==> config.mk <==
export PLATFORM = sky130hd
export DESIGN_NAME = sd_req_arbiter_flat
export DESIGN_NICKNAME = d
export VERILOG_FILES = /design/src/rtl/sd_req_arbiter_pkg.sv /design/src/rtl/sd_req_arbiter_if.sv /design/src/rtl/sd_req_arbiter_rr_pick.sv /design/src/rtl/sd_req_arbiter.sv /design/src/flat_wrapper.sv
export SDC_FILE = /design/constraint.sdc
export NUM_CORES = 1
export LEC_CHECK = 0
export BUFFER_PORTS_ARGS = -buffer_cell sky130_fd_sc_hd__buf_4
export CORE_UTILIZATION = 30
export DETAILED_ROUTE_END_ITERATION = 8
export HOLD_SLACK_MARGIN = 0.05
export SLEW_MARGIN = 30
export SYNTH_ARGS = -nofsm -noshare
export SYNTH_HDL_FRONTEND = slang
export SYNTH_SLANG_ARGS = --single-unit
==> constraint.sdc <==
create_clock -name clk -period 1.5 [get_ports clk]
set_input_delay 0.225 -clock clk [delete_from_list [all_inputs] [get_ports clk]]
set_output_delay 0.225 -clock clk [all_outputs]
set_load 0.05 [all_outputs]
==> src/rtl/sd_req_arbiter_pkg.sv <==
// Shared types and constants for the SD block-port arbiter.
package sd_arb_pkg;
    typedef enum logic [1:0] {IDLE, REQ, XFER} state_t;
    localparam int BLOCK_BYTES = 512;
    localparam int MAX_PORTS   = 4;
endpackage

==> src/rtl/sd_req_arbiter_if.sv <==
// Host-side SD block port: command strobes, ack and the byte stream.
interface sd_host_if;
    logic [31:0] sd_lba;
    logic        sd_rd;
    logic        sd_wr;
    logic        sd_ack;
    logic [8:0]  sd_buff_addr;
    logic [7:0]  sd_buff_dout;
    logic        sd_buff_wr;
    logic [7:0]  sd_buff_din;

    modport master (
        output sd_lba, sd_rd, sd_wr, sd_buff_din,
        input  sd_ack, sd_buff_addr, sd_buff_dout, sd_buff_wr
    );
    modport slave (
        input  sd_lba, sd_rd, sd_wr, sd_buff_din,
        output sd_ack, sd_buff_addr, sd_buff_dout, sd_buff_wr
    );
endinterface

==> src/rtl/sd_req_arbiter_rr_pick.sv <==
// Combinational round-robin picker: first set bit scanning from last+1, wrapping.
module rr_pick #(
    parameter int PORTS = 2,
    parameter int IW    = $clog2(PORTS)
) (
    input  logic [PORTS-1:0] req,
    input  logic [IW-1:0]    last,
    output logic             valid,
    output logic [IW-1:0]    idx
);
    logic [IW-1:0] p;

    // Scan farthest-first so the nearest candidate after 'last' wins the overwrite.
    always_comb begin
        valid = 1'b0;
        idx   = '0;
        p     = '0;
        for (int k = PORTS; k >= 1; k--) begin
            p = IW'((int'(last) + k) % PORTS);
            if (req[p]) begin
                valid = 1'b1;
                idx   = p;
            end
        end
    end
endmodule

==> src/rtl/sd_req_arbiter.sv <==
// Round-robin arbiter sharing one host SD block port between per-drive track loaders.
module sd_req_arbiter
    import sd_arb_pkg::*;
#(
    parameter int PORTS = 2,
    parameter int IW    = $clog2(PORTS)
) (
    input  logic            clk,
    input  logic            reset,
    input  logic [31:0]     req_lba      [PORTS],
    input  logic            req_rd       [PORTS],
    input  logic            req_wr       [PORTS],
    output logic            req_ack      [PORTS],
    output logic            req_buff_wr  [PORTS],
    input  logic [7:0]      req_buff_din [PORTS],
    output logic [8:0]      req_buff_addr,
    output logic [7:0]      req_buff_dout,
    sd_host_if.master       sd,
    output logic [IW-1:0]   grant,
    output logic            busy
);
    state_t           state;
    logic [IW-1:0]    last;
    logic             old_ack;
    logic [PORTS-1:0] cand;
    logic             pick_vld;
    logic [IW-1:0]    pick_idx;

    for (genvar i = 0; i < PORTS; i++) begin : g_port
        logic own;
        assign cand[i]        = req_rd[i] | req_wr[i];
        // Ownership covers REQ too, so the first ack cycle already reaches the requester.
        assign own            = (state != IDLE) && (grant == IW'(i));
        assign req_ack[i]     = own & sd.sd_ack;
        assign req_buff_wr[i] = own & sd.sd_ack & sd.sd_buff_wr;
    end

    rr_pick #(.PORTS(PORTS), .IW(IW)) u_pick (
        .req   (cand),
        .last  (last),
        .valid (pick_vld),
        .idx   (pick_idx)
    );

    assign req_buff_addr  = sd.sd_buff_addr;
    assign req_buff_dout  = sd.sd_buff_dout;
    assign sd.sd_buff_din = req_buff_din[grant];

    always_ff @(posedge clk) begin
        if (reset) begin
            state     <= IDLE;
            sd.sd_rd  <= 1'b0;
            sd.sd_wr  <= 1'b0;
            sd.sd_lba <= '0;
            grant     <= '0;
            last      <= IW'(PORTS - 1);
            old_ack   <= 1'b0;
            busy      <= 1'b0;
        end else begin
            old_ack <= sd.sd_ack;
            case (state)
                IDLE: begin
                    // A still-high ack (e.g. after a mid-transfer reset) blocks new grants.
                    if (!sd.sd_ack && pick_vld) begin
                        grant     <= pick_idx;
                        sd.sd_lba <= req_lba[pick_idx];
                        if (req_rd[pick_idx]) sd.sd_rd <= 1'b1;
                        else                  sd.sd_wr <= 1'b1;
                        busy  <= 1'b1;
                        state <= REQ;
                    end
                end
                REQ: begin
                    if (sd.sd_ack) begin
                        sd.sd_rd <= 1'b0;
                        sd.sd_wr <= 1'b0;
                        state    <= XFER;
                    end
                end
                XFER: begin
                    if (old_ack && !sd.sd_ack) begin
                        last  <= grant;
                        busy  <= 1'b0;
                        state <= IDLE;
                    end
                end
                default: state <= IDLE;
            endcase
        end
    end
endmodule

==> src/flat_wrapper.sv <==
// flat-port wrapper written by rule: the top's interface ports become plain ports
module sd_req_arbiter_flat import sd_arb_pkg::*;
#(
    parameter int PORTS = 2,
    parameter int IW    = $clog2(PORTS)
)
  (clk, reset, req_lba, req_rd, req_wr, req_ack, req_buff_wr, req_buff_din, req_buff_addr, req_buff_dout, grant, busy, sd_sd_lba, sd_sd_rd, sd_sd_wr, sd_sd_buff_din, sd_sd_ack, sd_sd_buff_addr, sd_sd_buff_dout, sd_sd_buff_wr);
  sd_host_if sd_i ();
  input  logic clk;
  input  logic reset;
  input  logic [31:0] req_lba[PORTS];
  input  logic req_rd[PORTS];
  input  logic req_wr[PORTS];
  output logic req_ack[PORTS];
  output logic req_buff_wr[PORTS];
  input  logic [7:0] req_buff_din[PORTS];
  output logic [8:0] req_buff_addr;
  output logic [7:0] req_buff_dout;
  output logic [IW-1:0] grant;
  output logic busy;
  output wire logic [$bits(sd_i.sd_lba)-1:0] sd_sd_lba;
  output wire logic [$bits(sd_i.sd_rd)-1:0] sd_sd_rd;
  output wire logic [$bits(sd_i.sd_wr)-1:0] sd_sd_wr;
  output wire logic [$bits(sd_i.sd_buff_din)-1:0] sd_sd_buff_din;
  input wire logic [$bits(sd_i.sd_ack)-1:0] sd_sd_ack;
  input wire logic [$bits(sd_i.sd_buff_addr)-1:0] sd_sd_buff_addr;
  input wire logic [$bits(sd_i.sd_buff_dout)-1:0] sd_sd_buff_dout;
  input wire logic [$bits(sd_i.sd_buff_wr)-1:0] sd_sd_buff_wr;
  assign sd_sd_lba = sd_i.sd_lba;
  assign sd_sd_rd = sd_i.sd_rd;
  assign sd_sd_wr = sd_i.sd_wr;
  assign sd_sd_buff_din = sd_i.sd_buff_din;
  assign sd_i.sd_ack = sd_sd_ack;
  assign sd_i.sd_buff_addr = sd_sd_buff_addr;
  assign sd_i.sd_buff_dout = sd_sd_buff_dout;
  assign sd_i.sd_buff_wr = sd_sd_buff_wr;
  sd_req_arbiter #(.PORTS(PORTS), .IW(IW)) u_core (.clk(clk), .reset(reset), .req_lba(req_lba), .req_rd(req_rd), .req_wr(req_wr), .req_ack(req_ack), .req_buff_wr(req_buff_wr), .req_buff_din(req_buff_din), .req_buff_addr(req_buff_addr), .req_buff_dout(req_buff_dout), .sd(sd_i), .grant(grant), .busy(busy));
endmodule
==> results of run 1 <==
## how the worst max path moves through the flow
stage                                 to
floorplan              sd_sd_buff_din[0]
global placement    u_core.sd.sd_lba[16]
detailed placement  u_core.sd.sd_lba[16]
CTS                    sd_sd_buff_din[5]
global route           sd_sd_buff_din[0]
finish                 sd_sd_buff_din[4]
## state kept, by name (all words and copies together) (netlist names)
register and count:
u_core.sd.sd_wr 1, u_core.sd.sd_lba 32, u_core.sd.sd_rd 1, u_core.grant 1, u_core.busy 1, u_core.last 1, u_core.old_ack 1, u_core.state 2
## area by class of cell
type / instances / area [sq um]
clock buffer: 5 / 68.8
clock inverter: 3 / 46.3
fill: 699 / 3470
inverter: 3 / 11.3
multi-input combinational: 171 / 1130
sequential: 40 / 812
tap: 96 / 120
timing repair buffer: 154 / 1210
## power breakdown
group / leakage, nW / internal [W] / total, W / switching [W]
logic: 1.03 / 0.000459 / 0.00115 / 0.000687
clock network: 0.0548 / 0.000502 / 0.000914 / 0.000412
registers: 0.333 / 0.00115 / 0.00121 / 0.0000614
## layout by cell type, fill, tap and decap left out, drive strengths merged
cell and instances:
bufinv 1, nor2 6, clkbuf 5, mux2 8, nand4bb 1, or3 1
nand2b 1, a32o 1, clkinvlp 1, o211ai 1, a311oi 32, nand3 34
or4 1, inv 4, or2 1, a21oi 34, nor3 2, nand2 1
o32ai 1, a22oi 1, and2 2, nor2b 1, nor4 2, o41ai 1
o21a 1, dfxtp 40, a21boi 1, nand3b 2, o21ai 35, buf 154
## metrics by stage
stage	cells	area (sq um)	util [%]	total power (W)	TNS, ns
final	472	3390	49.4	0.00328	0
after CTS	472	3360	48.9	0.00329	0
after global routing	472	3390	49.4	0.00343	-0.115
after global placement	462	3200	46.6	0.00236	0
after floorplan	259	2190	-	0.00203	0
after detailed placement	462	3200	46.6	0.00237	0
## logic make-up after synthesis
group,Yosys count,share of synthesized area [%]
buffers and inverters,48,13.1
muxes,8,4.16
DFF,40,37.0
AOI/OAI and AO/OA,108,31.8
and+or+nand+nor,55,13.9
## per-layer routing
layer | routed length, um | GRT usage, % | up-vias | part of all wire (%)
li1 | - | - | 1202 | -
met1 | 3240 | 25.4 | 1137 | 45
met2 | 3460 | 31.3 | 106 | 48
met3 | 470 | 3.89 | 12 | 6.5
met4 | 59 | 5.30 | 0 | 0.82
met5 | 0 | 0 | - | 0
## repair_timing
item | CTS | global route
endpoints found under the hold margin | 0 | 0
gates resized for setup | 8 | 10
hold buffers | 0 | 0
endpoints found under the setup margin | 12 | 16
pin swaps | 1 | 1
setup buffers | 2 | 0
==> impl_metrics.json, run 1 <==
{
  "numPortBuffers": 135,
  "nets": 480,
  "min_to": "u_core.state[0]",
  "drive_gt1_share_pct": 49.2,
  "clk_latency_ns": 0.29,
  "cp-start-kind": "register",
  "cp_data_required_time_ns": 1.27,
  "preCtsSetupSlack_ns": 0.0119,
  "cts_buffers": 5,
  "postRouteAntennaNets": 0,
  "reg2reg_slack_ns": 0.11,
  "wl_per_cell_um": 15.3,
  "cts_buffer_depth": 2,
  "maxCapViolations": 0,
  "yosys_warnings": 0,
  "ys_types": 33,
  "ir_drop_mv": 0.482,
  "synth_async_sr_flop_share_pct": 0,
  "crit_fanout": 12,
  "synth_top_area_share_pct": 37.0,
  "clkTransAtPathRegs_ns": 0.09,
  "path_cells": "mux2_2 -> buf_6",
  "finalCritPeriodShare_pct": 97.2,
  "synthTopCellsByArea": "dfxtp_1 (37%), a311oi_1 (13%), a21oi_1 (7.9%)",
  "fin_ws_ns": 0.0415,
  "power_per_cell_area_mw_per_mm2": 965,
  "dieHeight_um": 86.9,
  "crit_type": "reg2out",
  "grt_overflow": 0,
  "yosysMostFrequentCell": "dfxtp_1",
  "viasPerCell": 5.21,
  "rsz0062_at_grt": "yes",
  "core_area_sq_mm": 0.00687,
  "grt_max_degree": 41,
  "start_util_pct": 31.5,
  "antenna_found_initial": 0,
  "crit_start": "u_core.grant",
  "antennaDiodeCount": 0,
  "arrival_ns": 1.23,
  "whs_path_depth": 2,
  "grtUsageTotal_pct": 19.1,
  "syn2layout_area_growth_pct": 56.9,
  "fmax_mhz": 686,
  "end_kind": "output port",
  "gp_congestion": 0.783,
  "synth_ff_type": "dfxtp_1",
  "hpwl_um": 5170,
  "synth_common_cells": "dfxtp_1 (40), a21oi_1 (34), nand3_1 (34), o21ai_0 (34), a311oi_1 (32)",
  "htree_levels": 2,
  "critPathMaxStageDelay_ns": 0.43,
  "ys_ff_latch": 40,
  "worstPathBufferInverterCount": 1,
  "slew_headroom_pct": 70.8,
  "vias": 2457,
  "yosysSeqAreaShare_pct": 37.0,
  "outcome": "complete, no violations",
  "grt_pass1_vias": 2227,
  "drt-initial-drc-count": 156,
  "synth_area_sq_mm": 0.00216,
  "clock-sinks": 40,
  "yosys.area.top_type": "dfxtp_1",
  "netlist_instances": 259,
  "syn_avg_cell_area_sq_um": 8.35,
  "r2r-end": "u_core.sd.sd_lba[29]",
  "worstReg2RegStart": "u_core.state[1]",
  "final-setup-viol-count": 0,
  "critical-path-top-delay-family": "flip-flops",
  "die_w_um": 86.9,
  "leakage_nw": 1.41,
  "final.setup_skew_ns": 0.00625,
  "clock-root-buffer": "clkbuf_8",
  "wl_um": 7230,
  "num_io_pins": 170,
  "rows": 30,
  "hold_ws_ns": 0.176,
  "timing.final.crit_period_ns": 1.46,
  "synth_edf_count": 0,
  "reg2reg_depth": 4,
  "min-delay-start": "sd_sd_ack",
  "slew_violations": 0,
  "finalHoldViolCount": 0,
  "cts_tree": "done",
  "tightest_slew_ns": 0.437,
  "cp.depth": 2,
  "grt_pass1_wl_um": 11300,
  "crit_slowest_cell": "dfxtp_4",
  "hold_path.class": "in2reg",
  "syn_nets": 364,
  "dr.pass1.iters": 4,
  "drc": 0,
  "dieArea_sq_mm": 0.00756
}
Power figures use the tool's default switching activity.
==> inputs of run 2 (changes only) <==
- ABC_AREA: unset -> 1
- CORE_UTILIZATION: 30 -> 42
- PLACE_DENSITY: unset -> 0.81
- REMOVE_ABC_BUFFERS: unset -> 1
==> impl_metrics.json, run 2 <==
{
  "outcome": "complete, no violations",
  "synthTopCellsByArea": "dfxtp_1 (32%), nand2_1 (16%), o211ai_2 (15%)",
  "vias": 2433,
  "clk_latency_ns": 0.29,
  "synth_edf_count": 0,
  "cts_buffers": 5,
  "final.setup_skew_ns": 0.00589,
  "reg2reg_slack_ns": 0.10,
  "postRouteAntennaNets": 0,
  "ys_ff_latch": 40,
  "dieHeight_um": 79.0,
  "critPathMaxStageDelay_ns": 0.39,
  "end_kind": "output port",
  "num_io_pins": 170,
  "r2r-end": "u_core.sd.sd_lba[22]",
  "gp_congestion": 0.785,
  "path_cells": "inv_2 -> buf_4 -> nand2_1 -> nand2_1 -> buf_4",
  "layout_common_cells": "buf_4 (141), nand2_1 (105), dfxtp_1 (38)",
  "dr.pass1.iters": 4,
  "stdcell_count": 498,
  "drc": 0,
  "whs_path_depth": 2,
  "worstReg2RegStart": "u_core.state[0]",
  "leakage_nw": 1.83,
  "power_w": 0.00328,
  "core_area_sq_mm": 0.00561,
  "drive_gt1_share_pct": 58.0,
  "drt-initial-drc-count": 93,
  "antenna_found_initial": 0,
  "crit_fanout": 8,
  "final_common_cell": "buf_4",
  "start_util_pct": 44.4,
  "maxCapViolations": 0,
  "netlist_instances": 310,
  "dp_cells": 492,
  "slew_headroom_pct": 64.6,
  "clock-sinks": 40,
  "hold_ws_ns": 0.145,
  "synth_common_cells": "nand2_1 (105), dfxtp_1 (40), inv_2 (30), o211ai_2 (30), nand3_2 (28)",
  "wl_um": 6420,
  "grt_overflow": 0,
  "antennaDiodeCount": 0,
  "min_to": "u_core.sd.sd_wr",
  "dpl-instance-area_sq_mm": 0.00343,
  "syn2layout_area_growth_pct": 41.1,
  "clock-root-buffer": "clkbuf_8",
  "cp_data_required_time_ns": 1.27,
  "crit_slowest_cell": "dfxtp_2",
  "die_w_um": 79.0,
  "cts_buffer_depth": 2,
  "tightest_slew_ns": 0.531,
  "top_register": "u_core.sd.sd_lba",
  "grt_pass1_vias": 2385,
  "arrival_ns": 1.22,
  "hold_path.class": "in2reg",
  "syn_avg_cell_area_sq_um": 8.03,
  "slew_violations": 0,
  "synth_area_sq_mm": 0.00249,
  "ys_types": 26,
  "reg2reg_depth": 7,
  "timing.final.crit_period_ns": 1.45,
  "viasPerCell": 4.89,
  "grt_max_degree": 34,
  "power_per_cell_area_mw_per_mm2": 933,
  "wl_per_cell_um": 12.9,
  "min-delay-start": "reset",
  "final-setup-viol-count": 0,
  "synth_top_area_share_pct": 32.2,
  "largest_reg_flops": 32,
  "top_regs": "u_core.sd.sd_lba (32), u_core.state (2)",
  "crit_type": "reg2out",
  "cts_tree": "done",
  "clkTransAtPathRegs_ns": 0.07,
  "finalHoldViolCount": 0,
  "rows": 27,
  "finalCritPeriodShare_pct": 96.4,
  "dieArea_sq_mm": 0.00624,
  "yosysMostFrequentCell": "nand2_1",
  "nets": 533,
  "synth_ff_type": "dfxtp_1",
  "fmax_mhz": 691,
  "yosysSeqAreaShare_pct": 32.2,
  "grtUsageTotal_pct": 21.4,
  "hold_buffers": 0,
  "yosys.area.top_type": "dfxtp_1",
  "rsz0062_at_grt": "no",
  "cp-start-kind": "register",
  "ir_drop_mv": 0.413,
  "grt_pass1_wl_um": 10400,
  "yosys_warnings": 0,
  "htree_levels": 2,
  "hpwl_um": 5080,
  "numPortBuffers": 135,
  "final_area_sq_mm": 0.00351,
  "synth_async_sr_flop_share_pct": 0
}
## run 2: what timing repair did
item,in CTS,in global routing
pin swaps,1,1
setup endpoints to repair,8,20
gates resized for setup,3,1
buffers inserted,0,1
## run 2: stage by stage
step / setup WS, ns / setup TNS, ns / utilization, %
final: 0.0536 / 0 / 62.7
after global routing: 0.0114 / 0 / 62.7
after CTS: 0.0198 / 0 / 62.5
after detailed placement: 0.0343 / 0 / 61.2
after global placement: 0.100 / 0 / 61.2
after floorplan: -1.41 / -6.14 / -
## run 2: cell type report
type / count / area [sq um]
clock buffers: 5 / 68.8
flip-flops and latches: 40 / 803
multi-input cells: 194 / 1240
fillers: 501 / 2090
inverters: 42 / 170
repair buffers: 145 / 1140
well taps: 72 / 90.1
## run 2: worst max-delay path by stage
stage,from,to,slack (ns),cells past startpoint
after detailed placement,req_wr[1],u_core.sd.sd_lba[28],0.03,8
after CTS,u_core.state[1],req_buff_wr[1],0.02,3
final,u_core.grant,sd_sd_buff_din[3],0.05,5
after global placement,req_wr[1],u_core.sd.sd_lba[24],0.10,8
after global routing,u_core.grant,req_buff_wr[0],0.01,3
after floorplan,u_core.grant,req_buff_wr[0],-1.41,2
## run 2: worst max-delay path: cells and delay by family (launching register included)
kind	cells	cell delay, ns
buffers and inverters	3	0.42
flip-flops	1	0.39
AND/OR/NAND/NOR	2	0.13
## run 2: power by group
| group | internal [W] | switching [W] | total [W] |
|---|---|---|---|
| sequential | 0.00117 | 0.0000798 | 0.00125 |
| combinational | 0.000527 | 0.000869 | 0.00140 |
| clock | 0.000300 | 0.000331 | 0.000630 |
| total | 0.00200 | 0.00128 | 0.00328 |
## run 2: kinds of logic (layout without fill, tap and decap cells)
| logic type | after synthesis | count (layout) | share of synthesized area [%] |
|---|---|---|---|
| DFF | 40 | 40 | 32.2 |
| buffers and inverters | 76 | 192 | 18.1 |
| AOI/OAI and AO/OA | 41 | 41 | 17.9 |
| and+or+nand+nor | 153 | 153 | 31.8 |
## run 2: layer usage
metal  vias to the layer above  global-route usage (%)  share of wire (%)
met5                         -                    5.45               0.62
met4                         2                    5.45                1.0
met3                         8                    11.7                 12
met2                       117                    38.4                 49
met1                      1097                    20.8                 37
li1                       1209                       -                  -
==> inputs of run 3 (changes only) <==
- MAX_ROUTING_LAYER: unset -> met4
==> impl_metrics.json, run 3 (same netlist as run 2, synthesis figures left out) <==
{
  "drive_gt1_share_pct": 58.0,
  "crit_slowest_cell": "dfxtp_2",
  "hold_path.class": "in2reg",
  "setup_tns_ns": 0,
  "antennaDiodeCount": 0,
  "final-setup-viol-count": 0,
  "hold_buffers": 0,
  "grt_max_degree": 34,
  "rsz0062_at_grt": "no",
  "wl_per_cell_um": 12.9,
  "largest_reg_flops": 32,
  "clkTransAtPathRegs_ns": 0.07,
  "final_common_cell": "buf_4",
  "rows": 27,
  "power_per_cell_area_mw_per_mm2": 931,
  "drt-initial-drc-count": 95,
  "gp_congestion": 0.796,
  "htree_levels": 2,
  "top_register": "u_core.sd.sd_lba",
  "crit_type": "reg2out",
  "dr.pass1.iters": 4,
  "cp_data_required_time_ns": 1.27,
  "cts_buffer_depth": 2,
  "end_kind": "output port",
  "viasPerCell": 4.89,
  "cts_tree": "done",
  "clock-root-buffer": "clkbuf_8",
  "grt_pass1_wl_um": 10400,
  "arrival_ns": 1.22,
  "maxCapViolations": 0,
  "outcome": "complete, no violations",
  "n_fill_cell": 501,
  "start_util_pct": 44.4,
  "final.setup_skew_ns": 0.00578,
  "tightest_slew_ns": 0.535,
  "drc": 0,
  "postRouteAntennaNets": 0,
  "vias": 2436,
  "finalCritPeriodShare_pct": 96.2,
  "finalHoldViolCount": 0,
  "cp-start-kind": "register",
  "numPortBuffers": 135,
  "clock-sinks": 40,
  "slew_violations": 0,
  "top_regs": "u_core.sd.sd_lba (32), u_core.state (2)",
  "layout_common_cells": "buf_4 (141), nand2_1 (105), dfxtp_1 (38)",
  "ir_drop_mv": 0.413,
  "crit_fanout": 8,
  "dieHeight_um": 79.0,
  "clk_latency_ns": 0.28,
  "path_cells": "inv_2 -> buf_4 -> nand2_1 -> nand2_1 -> buf_4",
  "timing.final.crit_period_ns": 1.44,
  "dieArea_sq_mm": 0.00624,
  "antenna_found_initial": 0,
  "cts_buffers": 5,
  "critPathMaxStageDelay_ns": 0.39,
  "core_area_sq_mm": 0.00561,
  "syn2layout_area_growth_pct": 41.1,
  "hpwl_um": 5080,
  "grt_overflow": 0,
  "utilization_pct": 62.7,
  "grt_pass1_vias": 2382,
  "num_io_pins": 170,
  "fmax_mhz": 693,
  "slew_headroom_pct": 64.3,
  "wl_um": 6430,
  "nets": 533,
  "grtUsageTotal_pct": 21.9,
  "die_w_um": 79.0,
  "leakage_nw": 1.83
}
-- run 3: cell counts in the layout (fill, tap and decap cells not counted) --
Identical to the previous run, type by type.
-- run 3: power by group --
part,internal (W),total [W],leakage [nW],switching (W)
logic,0.000527,0.00140,1.46,0.000870
clock network,0.000300,0.000625,0.0359,0.000325
registers,0.00117,0.00125,0.332,0.0000794
-- run 3: path summary, 6_finish.rpt --
kind | start | slack [ns] | to | depth (start not counted)
setup / recovery | u_core.grant | 0.06 | sd_sd_buff_din[3] | 5
hold / removal | reset | 0.15 | u_core.sd.sd_wr | 2
setup reg to reg | u_core.state[0] | 0.10 | u_core.sd.sd_lba[22] | 7
hold reg to reg | u_core.sd.sd_wr | 0.46 | u_core.sd.sd_wr | 2
-- run 3: stage by stage --
| step | cell area (sq um) | setup slack [ns] | total power (W) | std cells | hold slack, ns |
|---|---|---|---|---|---|
| after floorplan | 2210 | -1.41 | 0.00214 | 276 | 0.294 |
| after global placement | 3430 | 0.100 | 0.00265 | 492 | 0.443 |
| after detailed placement | 3430 | 0.0343 | 0.00268 | 492 | 0.440 |
| after CTS | 3500 | 0.0198 | 0.00331 | 497 | 0.139 |
| after global routing | 3510 | 0.0114 | 0.00344 | 498 | 0.158 |
| final | 3510 | 0.0570 | 0.00327 | 498 | 0.149 |
-- run 3: layout make-up --
class / instances / area, sq um / share of cell area [%]
Inverter: 42 / 170 / 4.84
Timing Repair Buffer: 145 / 1140 / 32.4
Tap cell: 72 / 90.1 / 2.56
Clock buffer: 5 / 68.8 / 1.96
Multi-Input combinational cell: 194 / 1240 / 35.4
Sequential cell: 40 / 803 / 22.9
-- run 3: critical path: cells and delay by family (launching register included) --
family	cells	cell delay, ns
buf+inv	3	0.42
simple gates	2	0.13
flops	1	0.39
-- run 3: metal layers --
metal | wire length, um | share of wire, % | GRT usage, % | vias up
met2 | 3170 | 49 | 38.5 | 122
met5 | 0 | 0 | - | -
met4 | 42 | 0.65 | 5.45 | 0
li1 | - | - | - | 1209
met1 | 2490 | 39 | 21.6 | 1101
met3 | 722 | 11 | 10.7 | 4
-- run 3: what timing repair did --
item	in CTS	in global routing
gates resized for setup	3	1
pin swaps	1	1
setup buffers	0	1
setup endpoints to repair	8	21
